**src/rtl/uart_pkg.sv**
```systemverilog
// Shared UART definitions: FSM state encoding (common to the TX and RX FSMs)
// and the baud divider helper.
package uart_pkg;

    typedef enum logic [2:0] {
        IDLE   = 3'd0,
        START  = 3'd1,
        DATA   = 3'd2,
        PARITY = 3'd3,
        STOP   = 3'd4
    } uart_state_t;

    // Clock cycles per line bit; integer divide, caller guarantees the result is >= 2.
    function automatic int clks_per_bit(input int clk_freq, input int baud);
        return clk_freq / baud;
    endfunction

endpackage

```
**src/rtl/uart_baud_gen.sv**
```systemverilog
// Bit-period counter: counts 0..CLKS_PER_BIT-1 while enabled and pulses
// bit_tick on the terminal count; clr restarts the period.
module uart_baud_gen #(
    parameter int CLKS_PER_BIT = 2,
    parameter int CNT_W        = $clog2(CLKS_PER_BIT)
) (
    input  logic clk,
    input  logic rst_n,
    input  logic en,
    input  logic clr,
    output logic bit_tick
);

    logic [CNT_W-1:0] baud_cnt;

    assign bit_tick = en && (baud_cnt == CNT_W'(CLKS_PER_BIT - 1));

    // NOTE: sequential state is written with <= only, so every flop samples pre-edge values.
    always_ff @(posedge clk or negedge rst_n) begin
        if (!rst_n) begin
            baud_cnt <= '0;
        end else if (clr || bit_tick || !en) begin
            baud_cnt <= '0;
        end else begin
            baud_cnt <= baud_cnt + 1'b1;
        end
    end

endmodule

```
**src/rtl/uart_tx_fsm.sv**
```systemverilog
// UART transmitter: start bit, LSB-first data, optional parity, stop bit(s).
// Define UART_TX_PARITY_EN to include the parity bit (PARITY_ODD selects odd).
module uart_tx_fsm
    import uart_pkg::*;
#(
    parameter int CLK_FREQ   = 50_000_000,
    parameter int BAUD       = 115_200,
    parameter int DATA_BITS  = 8,
    parameter int STOP_BITS  = 1,
    parameter int PARITY_ODD = 0
) (
    input  logic                 clk,
    input  logic                 rst_n,
    input  logic                 tx_valid,
    input  logic [DATA_BITS-1:0] tx_data,
    output logic                 tx_ready,
    output logic                 tx,
    output logic                 tx_busy,
    output logic                 tx_done
);

    localparam int CLKS_PER_BIT = clks_per_bit(CLK_FREQ, BAUD);
    localparam int BIT_W        = $clog2(DATA_BITS + 1);
    localparam logic [BIT_W-1:0] LAST_DATA = BIT_W'(DATA_BITS - 1);
    localparam logic [BIT_W-1:0] LAST_STOP = BIT_W'(STOP_BITS - 1);

    uart_state_t          state_q, state_d;
    logic [DATA_BITS-1:0] shift_q, shift_d;
    logic [BIT_W-1:0]     bit_cnt_q, bit_cnt_d;
    logic                 tx_d;
    logic                 bit_tick;
    logic                 handshake;
    logic                 state_change;
`ifdef UART_TX_PARITY_EN
    logic                 parity_q, parity_d;
`else
    logic                 unused_parity_odd;
    assign unused_parity_odd = (PARITY_ODD != 0);
`endif

    assign tx_ready     = (state_q == IDLE);
    assign tx_busy      = (state_q != IDLE);
    assign handshake    = tx_valid && tx_ready;
    assign state_change = (state_d != state_q);
    assign tx_done      = (state_q == STOP) && bit_tick && (bit_cnt_q == LAST_STOP);

    uart_baud_gen #(
        .CLKS_PER_BIT (CLKS_PER_BIT)
    ) u_baud_gen (
        .clk      (clk),
        .rst_n    (rst_n),
        .en       (tx_busy),
        .clr      (state_change),
        .bit_tick (bit_tick)
    );

    // State register plus datapath flops; tx resets high so an abort idles the pin at once.
    always_ff @(posedge clk or negedge rst_n) begin
        if (!rst_n) begin
            state_q   <= IDLE;
            shift_q   <= '0;
            bit_cnt_q <= '0;
            tx        <= 1'b1;
`ifdef UART_TX_PARITY_EN
            parity_q  <= 1'b0;
`endif
        end else begin
            state_q   <= state_d;
            shift_q   <= shift_d;
            bit_cnt_q <= bit_cnt_d;
            tx        <= tx_d;
`ifdef UART_TX_PARITY_EN
            parity_q  <= parity_d;
`endif
        end
    end

    // NOTE: each combinational output gets a default first, so no path can infer a latch.
    always_comb begin
        state_d = state_q;
        case (state_q)
            IDLE:   if (handshake) state_d = START;
            START:  if (bit_tick)  state_d = DATA;
            DATA: begin
                if (bit_tick && (bit_cnt_q == LAST_DATA)) begin
`ifdef UART_TX_PARITY_EN
                    state_d = PARITY;
`else
                    state_d = STOP;
`endif
                end
            end
`ifdef UART_TX_PARITY_EN
            PARITY: if (bit_tick) state_d = STOP;
`endif
            STOP:   if (bit_tick && (bit_cnt_q == LAST_STOP)) state_d = IDLE;
            default: state_d = IDLE;
        endcase
    end

    // tx is computed from the next state so the pin changes on the same edge as the state.
    always_comb begin
        shift_d   = shift_q;
        bit_cnt_d = bit_cnt_q;
`ifdef UART_TX_PARITY_EN
        parity_d  = parity_q;
`endif
        if (handshake) begin
            shift_d  = tx_data;
`ifdef UART_TX_PARITY_EN
            parity_d = (^tx_data) ^ (PARITY_ODD != 0);
`endif
        end else if ((state_q == DATA) && bit_tick) begin
            shift_d = shift_q >> 1;
        end

        if (state_change) begin
            bit_cnt_d = '0;
        end else if (bit_tick && ((state_q == DATA) || (state_q == STOP))) begin
            bit_cnt_d = bit_cnt_q + 1'b1;
        end

        case (state_d)
            START:   tx_d = 1'b0;
            DATA:    tx_d = shift_d[0];
`ifdef UART_TX_PARITY_EN
            PARITY:  tx_d = parity_d;
`endif
            default: tx_d = 1'b1;
        endcase
    end

endmodule

```
**config.mk**
```make
export PLATFORM = sky130hd
export DESIGN_NAME = uart_tx_fsm
export DESIGN_NICKNAME = d
export VERILOG_FILES = /design/src/rtl/uart_pkg.sv /design/src/rtl/uart_baud_gen.sv /design/src/rtl/uart_tx_fsm.sv
export SDC_FILE = /design/constraint.sdc
export NUM_CORES = 1
export LEC_CHECK = 0
export CORE_MARGIN = 2
export CORE_UTILIZATION = 39
export CTS_BUF_LIST = sky130_fd_sc_hd__clkbuf_8
export CTS_CLUSTER_DIAMETER = 30
export DETAILED_ROUTE_END_ITERATION = 10
export SYNTH_ARGS = -nofsm -noshare
export SYNTH_HDL_FRONTEND = slang
export SYNTH_SLANG_ARGS = --single-unit
export TNS_END_PERCENT = 50
```
**constraint.sdc**
```tcl
create_clock -name clk -period 3.2 [get_ports clk]
set_input_delay 0.64 -clock clk [delete_from_list [all_inputs] [get_ports clk]]
set_output_delay 0.64 -clock clk [all_outputs]
set_load 0.1 [all_outputs]
```
==> flow_metrics.tcl <==
set metrics [dict create \
    avgSynthCellArea_um2 9.72 \
    syn-num-nets 153 \
    hold_class "flop to flop" \
    synth_compound_area_frac 0.101 \
    post_synth_num_cell_types 35 \
    cts.repair.resized 0 \
    drive_gt1_frac 0.0987 \
    yosysTopAreaCell "dfrtp_1" \
    routed_wl_um 2640 \
    muxShareOfSynthArea 0.0597 \
    setup_tns_ps 0 \
    yosysSeqAreaShare 0.467 \
    cts_buffers 3 \
    antenna_cells 0 \
    critPathLaunchType "flop" \
    multi_input_area_um2 694 \
    via_per_inst 5.18 \
    drtIter0Drc 81 \
    vdd_drop_max_v 0.000237 \
    drt_first_pass_iters 4 \
    syn_area_mm2 0.00134 \
    hold_end "u_baud_gen.baud_cnt[0]$_DFF_PN0_" \
    powerDensity_mw_per_mm2 492 \
    path_max_fanout 6 \
    ant_nets 0 \
    crit_type "flop to output port" \
    worstHoldStart "u_baud_gen.baud_cnt[0]$_DFF_PN0_" \
    synth_most_common_cell "dfrtp_1" \
    cp.required_ps 2560 \
    fp.dieH_um 62.6 \
    synth_edf_count 0 \
    p_clk_frac 0.253 \
    p_switching_w 0.000242 \
    maxCapViolCount 0 \
    min_delay_path_depth 1 \
    tritoncts "yes" \
    syn-instance-count 138 \
    fillCellCount 329 \
    regToRegSetupSlack_ps 810 \
    end_kind "output port" \
    fin_worst_skew_ps 1.26 \
    slew-limit-headroom 0.522 \
    cp_num_buf_inv 1 \
    fin_area_mm2 0.00159 \
    synth_xor_area_frac 0.0653 \
    io_buffers 14 \
    slew_violations 0 \
    setup-violations-final 0 \
    seqCellArea_um2 627 \
    yosysWarningCount 0 \
    timing.rr.end "bit_cnt_q[3]$_DFFE_PN0P_" \
    dp_hpwl_um 2030 \
    synthFlopType "dfrtp_1" \
    swShare 0.309 \
    reg2reg_depth 4 \
    fin_crit_ps 2720 \
    cts_max_path_buffers 2 \
    clk_latency_ps 270 \
    post_cts_buffers 0 \
    io_pins 15 \
    synth_top_area_share 0.448 \
    synth-seq-cells 25 \
    cts_hold_buf 0 \
    dieArea_mm2 0.00392 \
    cp_top_family "simple AND/OR/NAND/NOR gates" \
    leakage_nw 0.594 \
    async_reset_ff_frac 1.00 \
    max_stage_delay_ps 510 \
    power_frac_comb 0.177 \
    grt_usage 0.156 \
    wl_per_cell_um 13.3 \
    seq_power_share 0.571 \
    hold_viol 0 \
    nets 168 \
    r2r_start "u_baud_gen.baud_cnt[2]$_DFF_PN0_" \
    num_rows 21 \
    fin_crit_sh 0.851 \
    start_util 0.405 \
    grt_overflow 0 \
    synthAdderAreaFrac 0.0373 \
    routabilityCongestion 0.899 \
    areaGrowthSynthToFinish_pct 18.8 \
    die_x_um 62.6 \
    tightest_slew_ps 712 \
    grt_first_pass_wirelength_um 4810 \
    antenna_found_initial 0 \
    grt_pass1_vias 1127 \
    root_buffer "clkbuf_8" \
    cp_slowest_cell "nor4b_1" \
    clkTransAtPathRegs_ps 90 \
    core_region_area_mm2 0.00331 \
    cts_sinks 25 \
    cp_cell_sequence "nor4b_1 -> nand2_1 -> nor4b_4 -> buf_4" \
    rsz0062_at_grt "no" \
    synth_top_family_by_area "simple AND/OR/NAND/NOR gates" \
    htree_levels 1 \
    cp.arrival_ps 2080 \
    via_count 1025 \
    post-route-drc-count 0 \
    yosys.area_share.simple 0.235 \
    grt_max_degree 26 \
    p_int_w 0.000542 \
    synth.area.top_cells "dfrtp_1 45%, mux2i_1 6.0%, xnor2_1 5.2%, o21ai_1 4.1%, nor2_1 3.9%" \
    status "finished clean" \
    dpl_cell_area_mm2 0.00154 \
    synth_common_cells "24 x dfrtp_1, 14 x nor2_1, 11 x nand2_1, 11 x o21ai_1" \
    max_freq_mhz 367 \
]
==> cells in the final DEF, fill, tap and decap left out, drive strengths merged, types with 2 or more instances in the layout <==
cell,count
a211oi,3
a21oi,3
buf,5
clkbuf,3
clkdlybuf4s50,10
dfrtp,24
ha,4
inv,8
mux2i,8
nand2,11
nand2b,4
nand3,4
nand4,2
nor2,14
nor3,6
nor4,3
nor4b,2
o21ai,12
or3,4
xnor2,8
xor2,2
==> registers in the layout (all words and copies together) (netlist names) <==
| signal | flops |
|---|---|
| bit_cnt_q | 4 |
| shift_q | 8 |
| state_q | 3 |
| tx | 1 |
| u_baud_gen.baud_cnt | 9 |
==> through the flow <==
stage                     hold WS [ps]  utilization  power [W]  instances  worst slack, ps
final                              520        0.481   0.000784        198              478
after global routing               578        0.481   0.000844        198              335
after CTS                          527        0.481   0.000795        198              509
after detailed placement           515        0.466   0.000594        194              842
after global placement             511        0.466   0.000584        194              898
after floorplan                    344            -   0.000537        138              445
==> area by class of cell <==
cell class | instances | share of cell area
clock buffers | 3 | 0.0259
clock inverters | 1 | 0.00550
inverters | 7 | 0.0165
multi-input cells | 101 | 0.436
flip-flops and latches | 25 | 0.394
well taps | 46 | 0.0361
repair buffers | 15 | 0.0864
==> cells by family after synthesis <==
group | Yosys count
flip-flops | 25
XOR/XNOR | 10
AND/OR/NAND/NOR | 57
AO/OA/AOI/OAI | 22
buffers and inverters | 12
multiplexers | 8
adder cells (fa/ha/maj) | 4
==> power groups by stage <==
stage | registers (W) | clock network (W) | logic (W)
3_5_place_dp | 0.000453 | 0 | 0.000140
3_3_place_gp | 0.000449 | 0 | 0.000135
2_1_floorplan | 0.000436 | 0 | 0.000102
5_1_grt | 0.000459 | 0.000225 | 0.000161
6_report | 0.000447 | 0.000198 | 0.000139
4_1_cts | 0.000448 | 0.000206 | 0.000142
==> metal layers <==
layer / up-vias / wire, um / global-route usage / part of all wire
met5: - / 0 / 0 / 0
met4: 0 / 36 / 0.0667 / 0.014
met3: 4 / 83 / 0.0468 / 0.031
met2: 19 / 1370 / 0.288 / 0.52
met1: 490 / 1150 / 0.164 / 0.44
li1: 512 / - / - / -
==> worst max-delay path by stage <==
stage / start / endpoint / cells after the start
global route: u_baud_gen.baud_cnt[2]$_DFF_PN0_ / tx_done / 4
CTS: u_baud_gen.baud_cnt[2]$_DFF_PN0_ / tx_done / 4
global placement: u_baud_gen.baud_cnt[2]$_DFF_PN0_ / bit_cnt_q[3]$_DFFE_PN0P_ / 4
floorplan: state_q[2]$_DFF_PN0_ / tx_busy / 3
finish: u_baud_gen.baud_cnt[2]$_DFF_PN0_ / tx_done / 4
detailed placement: u_baud_gen.baud_cnt[2]$_DFF_PN0_ / bit_cnt_q[3]$_DFFE_PN0P_ / 4
Note: power is estimated with default switching activity, not from simulation.
